==> src/rtl/serial_alu_seq.sv <==
// serial_alu_seq: bit-serial sequencer for an external 1-bit ALU cell.
// Accepts a WIDTH-bit operation on start, feeds operand bits LSB-first to the
// cell, recirculates the cell carry and assembles the result.
// Optional feature macro: SERIAL_ALU_ABORT_EN (adds 'abort' input and shadow
// copies of result/carry_o restored on abort).
// Ports:
//   clk, rst                 clock, async active-high reset
//   start, in_x, in_y, sel,  operation request and operands (captured on accept)
//   carry_i
//   abort                    (macro only) cancel a running operation
//   busy, done               RUN indicator, one-cycle completion pulse
//   result, carry_o          assembled result and final carry
//   cell_x, cell_y,          drives to the external cell
//   cell_carry_i, cell_sel
//   cell_sum, cell_carry_o   returns from the external cell
module serial_alu_seq #(
  parameter int unsigned WIDTH = 8
) (
  input  logic             clk,
  input  logic             rst,
  input  logic             start,
  input  logic [WIDTH-1:0] in_x,
  input  logic [WIDTH-1:0] in_y,
  input  logic             sel,
  input  logic             carry_i,
`ifdef SERIAL_ALU_ABORT_EN
  input  logic             abort,
`endif
  output logic             busy,
  output logic             done,
  output logic [WIDTH-1:0] result,
  output logic             carry_o,
  output logic             cell_x,
  output logic             cell_y,
  output logic             cell_carry_i,
  output logic             cell_sel,
  input  logic             cell_sum,
  input  logic             cell_carry_o
);

  localparam int unsigned CNT_W = (WIDTH > 1) ? $clog2(WIDTH) : 1;
  localparam logic [CNT_W-1:0] CNT_LAST = CNT_W'(WIDTH - 1);

  typedef enum logic [1:0] {IDLE, RUN, DONE} state_t;

  state_t           state, state_nxt;
  logic [WIDTH-1:0] x_sh, y_sh, res_r;
  logic [CNT_W-1:0] cnt;
  logic             carry_r, sel_r, carry_o_r;
  logic             accept, last_bit, abort_hit;

`ifdef SERIAL_ALU_ABORT_EN
  logic [WIDTH-1:0] res_shadow;
  logic             carry_shadow;
  assign abort_hit = (state == RUN) && abort;
`else
  assign abort_hit = 1'b0;
`endif

  assign accept   = start && ((state == IDLE) || (state == DONE));
  assign last_bit = (cnt == CNT_LAST);

  // State register
  always_ff @(posedge clk or posedge rst) begin
    if (rst) state <= IDLE;
    else     state <= state_nxt;
  end

  // Next-state logic; abort takes priority over the final RUN edge
  always_comb begin
    state_nxt = state;
    case (state)
      IDLE: if (start) state_nxt = RUN;
      RUN: begin
        if (abort_hit)     state_nxt = IDLE;
        else if (last_bit) state_nxt = DONE;
      end
      DONE: state_nxt = start ? RUN : IDLE;
      default: state_nxt = IDLE;
    endcase
  end

  // Output decode; cell drives come only from registers
  always_comb begin
    busy         = 1'b0;
    done         = 1'b0;
    cell_x       = 1'b0;
    cell_y       = 1'b0;
    cell_carry_i = 1'b0;
    cell_sel     = sel_r;
    result       = res_r;
    carry_o      = carry_o_r;
    if (state == RUN) begin
      busy         = 1'b1;
      cell_x       = x_sh[0];
      cell_y       = y_sh[0];
      cell_carry_i = carry_r;
    end
    if (state == DONE) done = 1'b1;
  end

  // Datapath: operand capture, bit-serial shift, result assembly
  always_ff @(posedge clk or posedge rst) begin
    if (rst) begin
      x_sh      <= '0;
      y_sh      <= '0;
      res_r     <= '0;
      cnt       <= '0;
      carry_r   <= 1'b0;
      sel_r     <= 1'b0;
      carry_o_r <= 1'b0;
`ifdef SERIAL_ALU_ABORT_EN
      res_shadow   <= '0;
      carry_shadow <= 1'b0;
`endif
    end else if (accept) begin
      x_sh    <= in_x;
      y_sh    <= in_y;
      sel_r   <= sel;
      carry_r <= carry_i;
      cnt     <= '0;
`ifdef SERIAL_ALU_ABORT_EN
      res_shadow   <= res_r;
      carry_shadow <= carry_o_r;
`endif
    end else if (state == RUN) begin
`ifdef SERIAL_ALU_ABORT_EN
      if (abort_hit) begin
        res_r     <= res_shadow;
        carry_o_r <= carry_shadow;
      end else begin
`else
      begin
`endif
        x_sh    <= x_sh >> 1;
        y_sh    <= y_sh >> 1;
        res_r   <= {cell_sum, res_r[WIDTH-1:1]};
        carry_r <= cell_carry_o;
        cnt     <= cnt + CNT_W'(1);
        if (last_bit) carry_o_r <= cell_carry_o;
      end
    end
  end

endmodule
==> config.mk <==
export PLATFORM = sky130hd
export DESIGN_NAME = serial_alu_seq
export DESIGN_NICKNAME = d
export VERILOG_FILES = /design/src/rtl/serial_alu_seq.sv
export SDC_FILE = /design/constraint.sdc
export NUM_CORES = 1
export LEC_CHECK = 0
export BUFFER_PORTS_ARGS = -buffer_cell sky130_fd_sc_hd__buf_2
export CAP_MARGIN = 5
export CORE_MARGIN = 2
export CORE_UTILIZATION = 30
export CTS_CLUSTER_SIZE = 16
export DETAILED_ROUTE_END_ITERATION = 7
export GPL_TIMING_DRIVEN = 0
export SYNTH_ARGS = -nofsm -noshare
export SYNTH_HDL_FRONTEND = slang
export SYNTH_SLANG_ARGS = --single-unit
==> constraint.sdc <==
create_clock -name clk -period 1.5 [get_ports clk]
set_clock_uncertainty 0.05 [all_clocks]
set_input_delay 0.075 -clock clk [delete_from_list [all_inputs] [get_ports clk]]
set_output_delay 0.075 -clock clk [all_outputs]
set_load 0.02 [all_outputs]
Word-level counts from Yosys, hierarchy flattened
Cells that the tools add are included.
{"block": "classes", "mux": 17, "bitwise_logic": 1, "add_sub_neg": 1, "eq_ne": 5, "reduce_logical": 7}
{"op": "8-bit 2-to-1 mux", "count": 4}
{"op": "1-bit 2-to-1 mux", "count": 8}
{"op": "3-bit 2-to-1 mux", "count": 2}
{"op": "2-bit case mux with 3 select lines", "count": 1}
{"op": "2-bit 2-to-1 mux", "count": 2}
{"op": "2-bit inequality test, second input constant", "count": 2}
{"op": "2-bit AND reduction", "count": 2}
{"op": "3-bit by 1-bit adder with 3-bit output, second input constant", "count": 1}
{"op": "3-bit equality test, second input constant", "count": 1}
{"op": "3-bit AND reduction", "count": 1}
{"op": "2-bit by 1-bit equality test with 1-bit output, second input constant", "count": 1}
{"op": "2-bit equality test, second input constant", "count": 1}
{"op": "2-bit logical NOT", "count": 1}
{"op": "2-bit nonzero test", "count": 1}
{"op": "1-bit logical AND", "count": 1}
{"op": "1-bit logical OR", "count": 1}
{"op": "1-bit inverter", "count": 1}
{"block": "totals", "regBits": 32, "inputBits": 23, "elab_cells": 39, "out_inout_bits": 15}

Logic depth before layout (Yosys ltp)
{"block": "depth", "ltp_word": 5, "mapped_depth": 5, "depth_no_buf": 4}

Least setup slack after synthesis
Ideal clock, no wire load.
{"block": "synth_timing", "path_kind": "register -> register", "from": "register cnt[0]", "to": "register carry_o_r (netlist: carry_o)", "setup_slack_ps": 174, "stages_incl_launch_ff": 5, "synth_period_minus_slack_ps": 1326, "required_ps": 1325, "setup_ps": 125, "arrival_time_ps": 1151, "path_buffers": 0, "path_cell_list": "dfrtp_1 ha_1 ha_1 and2_4 mux2_4"}
{"block": "synth_via", "elab_chain_cells": 2}
{"item": "start: declaration", "line_no": "48", "text": "logic [CNT_W-1:0] cnt;"}
{"item": "start signal: assignment", "line_no": "139", "text": "cnt <= cnt + CNT_W'(1);"}
{"item": "3-bit equality test", "line_no": "61", "text": "assign last_bit = (cnt == CNT_LAST);"}
{"item": "3-bit AND reduction (no line)"}
{"item": "end signal: assignment", "line_no": "140", "text": "if (last_bit) carry_o_r <= cell_carry_o;"}
{"item": "end: declaration", "line_no": "49", "text": "logic carry_r, sel_r, carry_o_r;"}
Every way passes these cells.
A chain may end at the register's enable or synchronous reset.

Worst setup path in the final report
{"block": "layout_timing", "from": "register state[1]", "to": "output busy"}
{"block": "layout_via", "elab_chain_cells": 2}
{"item": "start: declaration", "line_no": "46", "text": "state_t state, state_nxt;"}
{"item": "start signal: assignment", "line_no": "66", "text": "else state <= state_nxt;"}
{"item": "2-bit by 1-bit equality test with 1-bit output", "line_no": "93", "text": "if (state == RUN) begin"}
{"item": "1-bit 2-to-1 mux", "line_no": "93"}
{"item": "end: declaration", "line_no": "29", "text": "output logic busy,"}
Every way passes these cells.

==> qor.yml <==
ant_nets: 0
dieArea_mm2: 0.005057
synth.top_cell.area_share: 0.5926
synthTopCellsByCount: "32 x dfrtp_1, 27 x nand2_1, 16 x nor2_1"
cts.sinks: 32
worstMarginPinSlew_ns: 0.6556
p_clk_frac: 0.166
r2r_slack_ns: 0.12
fin_ws_ns: 0.08838
end_kind: "output port"
numPortBuffers: 37
slew_viol_final: 0
status: "complete, no violations"
netlist_area_mm2: 0.001351
synth_top_family_by_area: "simple AND/OR/NAND/NOR gates"
area_growth_pct: 34.26
min_to: "y_sh[3]$_DFFE_PP0P_"
htree_levels: 2
power_mw: 3.999
synth_cells: 136
holdPathStages: 3
drc: 0
synth_xor_area_frac: 0
combPwrFrac: 0.456
cp.arrival_ns: 1.29
cts_tree: "yes"
synth_seq_cells: 32
fp.dieW_um: 71.12
p_switching_mw: 1.572
slowest_delay_ns: 0.38
worstPathCellList: "nand2b_4, inv_2, buf_4, buf_2"
grt_pass1_vias: 1183
drt_iter0_drc: 14
max_freq_mhz: 708.4
worst_ep_required_time_ns: 1.37
grt_first_pass_wirelength_um: 5451
start_util: 0.3103
r2r-start: "cnt[0]$_DFFE_PP0P_"
ios: 38
antenna_cells: 0
antenna_found_initial: 0
cts_buffers: 5
fin_crit_sh: 0.9411
crit_path_top_delay_cell: "dfrtp_1"
dp_hpwl_um: 2147
min_from: "in_y[3]"
synthAdderAreaFrac: 0.01852
grt_max_degree: 33
reg2regPathDepth: 4
worst-path-max-fanout: 10
synth_top_flop_cell: "dfrtp_1"
yosys_warnings: 0
core_area_mm2: 0.004354
syn_nets: 161
finalSetupTns_ns: 0
wl_per_cell_um: 12.59
die_h_um: 71.12
clkLatencyLatePin_ns: 0.28
slew_headroom: 0.5602
cts_buffer_depth: 2
critical_path_class: "reg2out"
grt_overflow_total: 0
r2r_end: "carry_o$_DFFE_PP0P_"
cts-root-buf: "clkbuf_8"
num-nets-final: 213
final.min_clock_period_ns: 1.412
final_util: 0.4167
synth_cell_types: 24
track_usage: 0.1393
clk_pin_slew_ns: 0.06
num_vias: 1121
ys_seq_area_frac: 0.5926
timing_hold_violations_final: 0
hold_path_class: "in2reg"
ir_drop_v: 0.0006030
p_seq_frac: 0.378
synth.largest_area_cell: "dfrtp_1"
async_flop_share: 1.000
dr.pass1.iters: 4
worst_setup_path_start_kind: "register"
powerDensity_mw_per_mm2: 2204
internal_power_mw: 2.427
synth-simple-area-share: 0.1991
synth.avg_cell_area_um2: 9.936
routed_via_density: 4.651
rows: 24
synth_mux_area_frac: 0.01944
leakagePower_nw: 0.8994
synth_most_common_cell: "dfrtp_1"
preCtsSetupSlack_ns: 0.1231
setup_violations: 0
drive_gt1_frac: 0.3280
routabilityCongestion: 0.7474
rsz0062_at_grt: "false"
maxCapViolations: 0
p_sw_frac: 0.3931
routed_wl_um: 3034
synth_area_leaders: "dfrtp_1 59%, nand2_1 7.5%, o22ai_1 6.9%"
synth_compound_area_frac: 0.1139
synth_edf_count: 0
[cells by family (layout without fill, tap and decap cells)]
family,after synthesis,in the layout
AO/OA/AOI/OAI,24,24
adder cells (fa/ha/maj),2,2
buffers and inverters,14,67
flip-flops,32,32
multiplexers,2,2
AND/OR/NAND/NOR,62,62
[power groups by stage]
stage / sequential [mW] / clock [mW] / combinational, mW
floorplan: 1.62 / 0 / 1.14
global placement: 1.51 / 0 / 1.71
detailed placement: 1.52 / 0 / 1.75
CTS: 1.51 / 0.689 / 1.84
global route: 1.58 / 0.735 / 2.09
finish: 1.51 / 0.664 / 1.82
[layout by cell type (no fill, tap or decap), types with 2 or more instances in the layout]
master,n
buf_2,35
dlygate4sd3_1,6
dfrtp_1,31
nor3_1,12
nor2_1,14
nor2b_1,2
o21ai_0,2
clkbuf_1,3
buf_6,2
a21oi_1,3
inv_1,3
a22o_1,4
buf_4,8
clkbuf_8,6
ha_1,2
o22ai_1,15
nor2_2,3
nand2_1,27
[worst max-delay path: cells and delay by family (launching register included)]
family | cells | cell delay [ns]
buffers and inverters | 3 | 0.48
DFF | 1 | 0.38
and+or+nand+nor | 1 | 0.16
[state kept, by name (all words and copies together), names as in the netlist]
signal / count
carry_r: 1
y_sh: 8
state: 2
result: 8
carry_o: 1
cell_sel: 1
cnt: 3
x_sh: 8
[worst max-delay path by stage]
stage,start,depth (start not counted),to,slack [ns]
final,state[1]$_DFFE_PP0P_,4,busy,0.09
after global routing,state[1]$_DFFE_PP0P_,4,busy,0.01
after CTS,state[1]$_DFFE_PP0P_,5,cell_carry_i,0.01
after detailed placement,cnt[0]$_DFFE_PP0P_,4,carry_o$_DFFE_PP0P_,0.12
after global placement,cnt[0]$_DFFE_PP0P_,4,carry_o$_DFFE_PP0P_,0.13
after floorplan,cnt[0]$_DFFE_PP0P_,4,carry_o$_DFFE_PP0P_,0.17
[metrics by stage]
stage	hold slack, ns	std cells	area, um2
6_report	0.01176	241	1814
5_1_grt	0.03773	241	1814
4_1_cts	0.003650	239	1772
3_5_place_dp	0.2240	225	1602
3_3_place_gp	0.2207	225	1602
2_1_floorplan	0.1304	136	1351
[final cells by class]
| type | instances | area [um2] |
|---|---|---|
| Multi-Input combinational cell | 90 | 484.2 |
| Buffer | 8 | 58.81 |
| Sequential cell | 32 | 802.0 |
| Fill cell | 449 | 2540 |
| Inverter | 5 | 18.77 |
| Clock buffer | 8 | 90.09 |
| Timing Repair Buffer | 46 | 295.3 |
| Tap cell | 52 | 65.06 |
[what timing repair did]
action                     4_1_cts  5_1_grt
setup buffers                    1        1
hold buffers                     5        1
hold endpoints to repair         5       15
gates resized for setup          8        2
setup endpoints to repair        4        3
[per-layer routing]
metal | vias up | GRT usage | share of wire
met3 | 7 | 0.02991 | 0.070
met2 | 42 | 0.2139 | 0.45
li1 | 563 | - | -
met1 | 509 | 0.1866 | 0.45
met4 | 0 | 0.06918 | 0.024
met5 | - | 0 | 0
No activity file was read; power rests on OpenSTA's default activity.
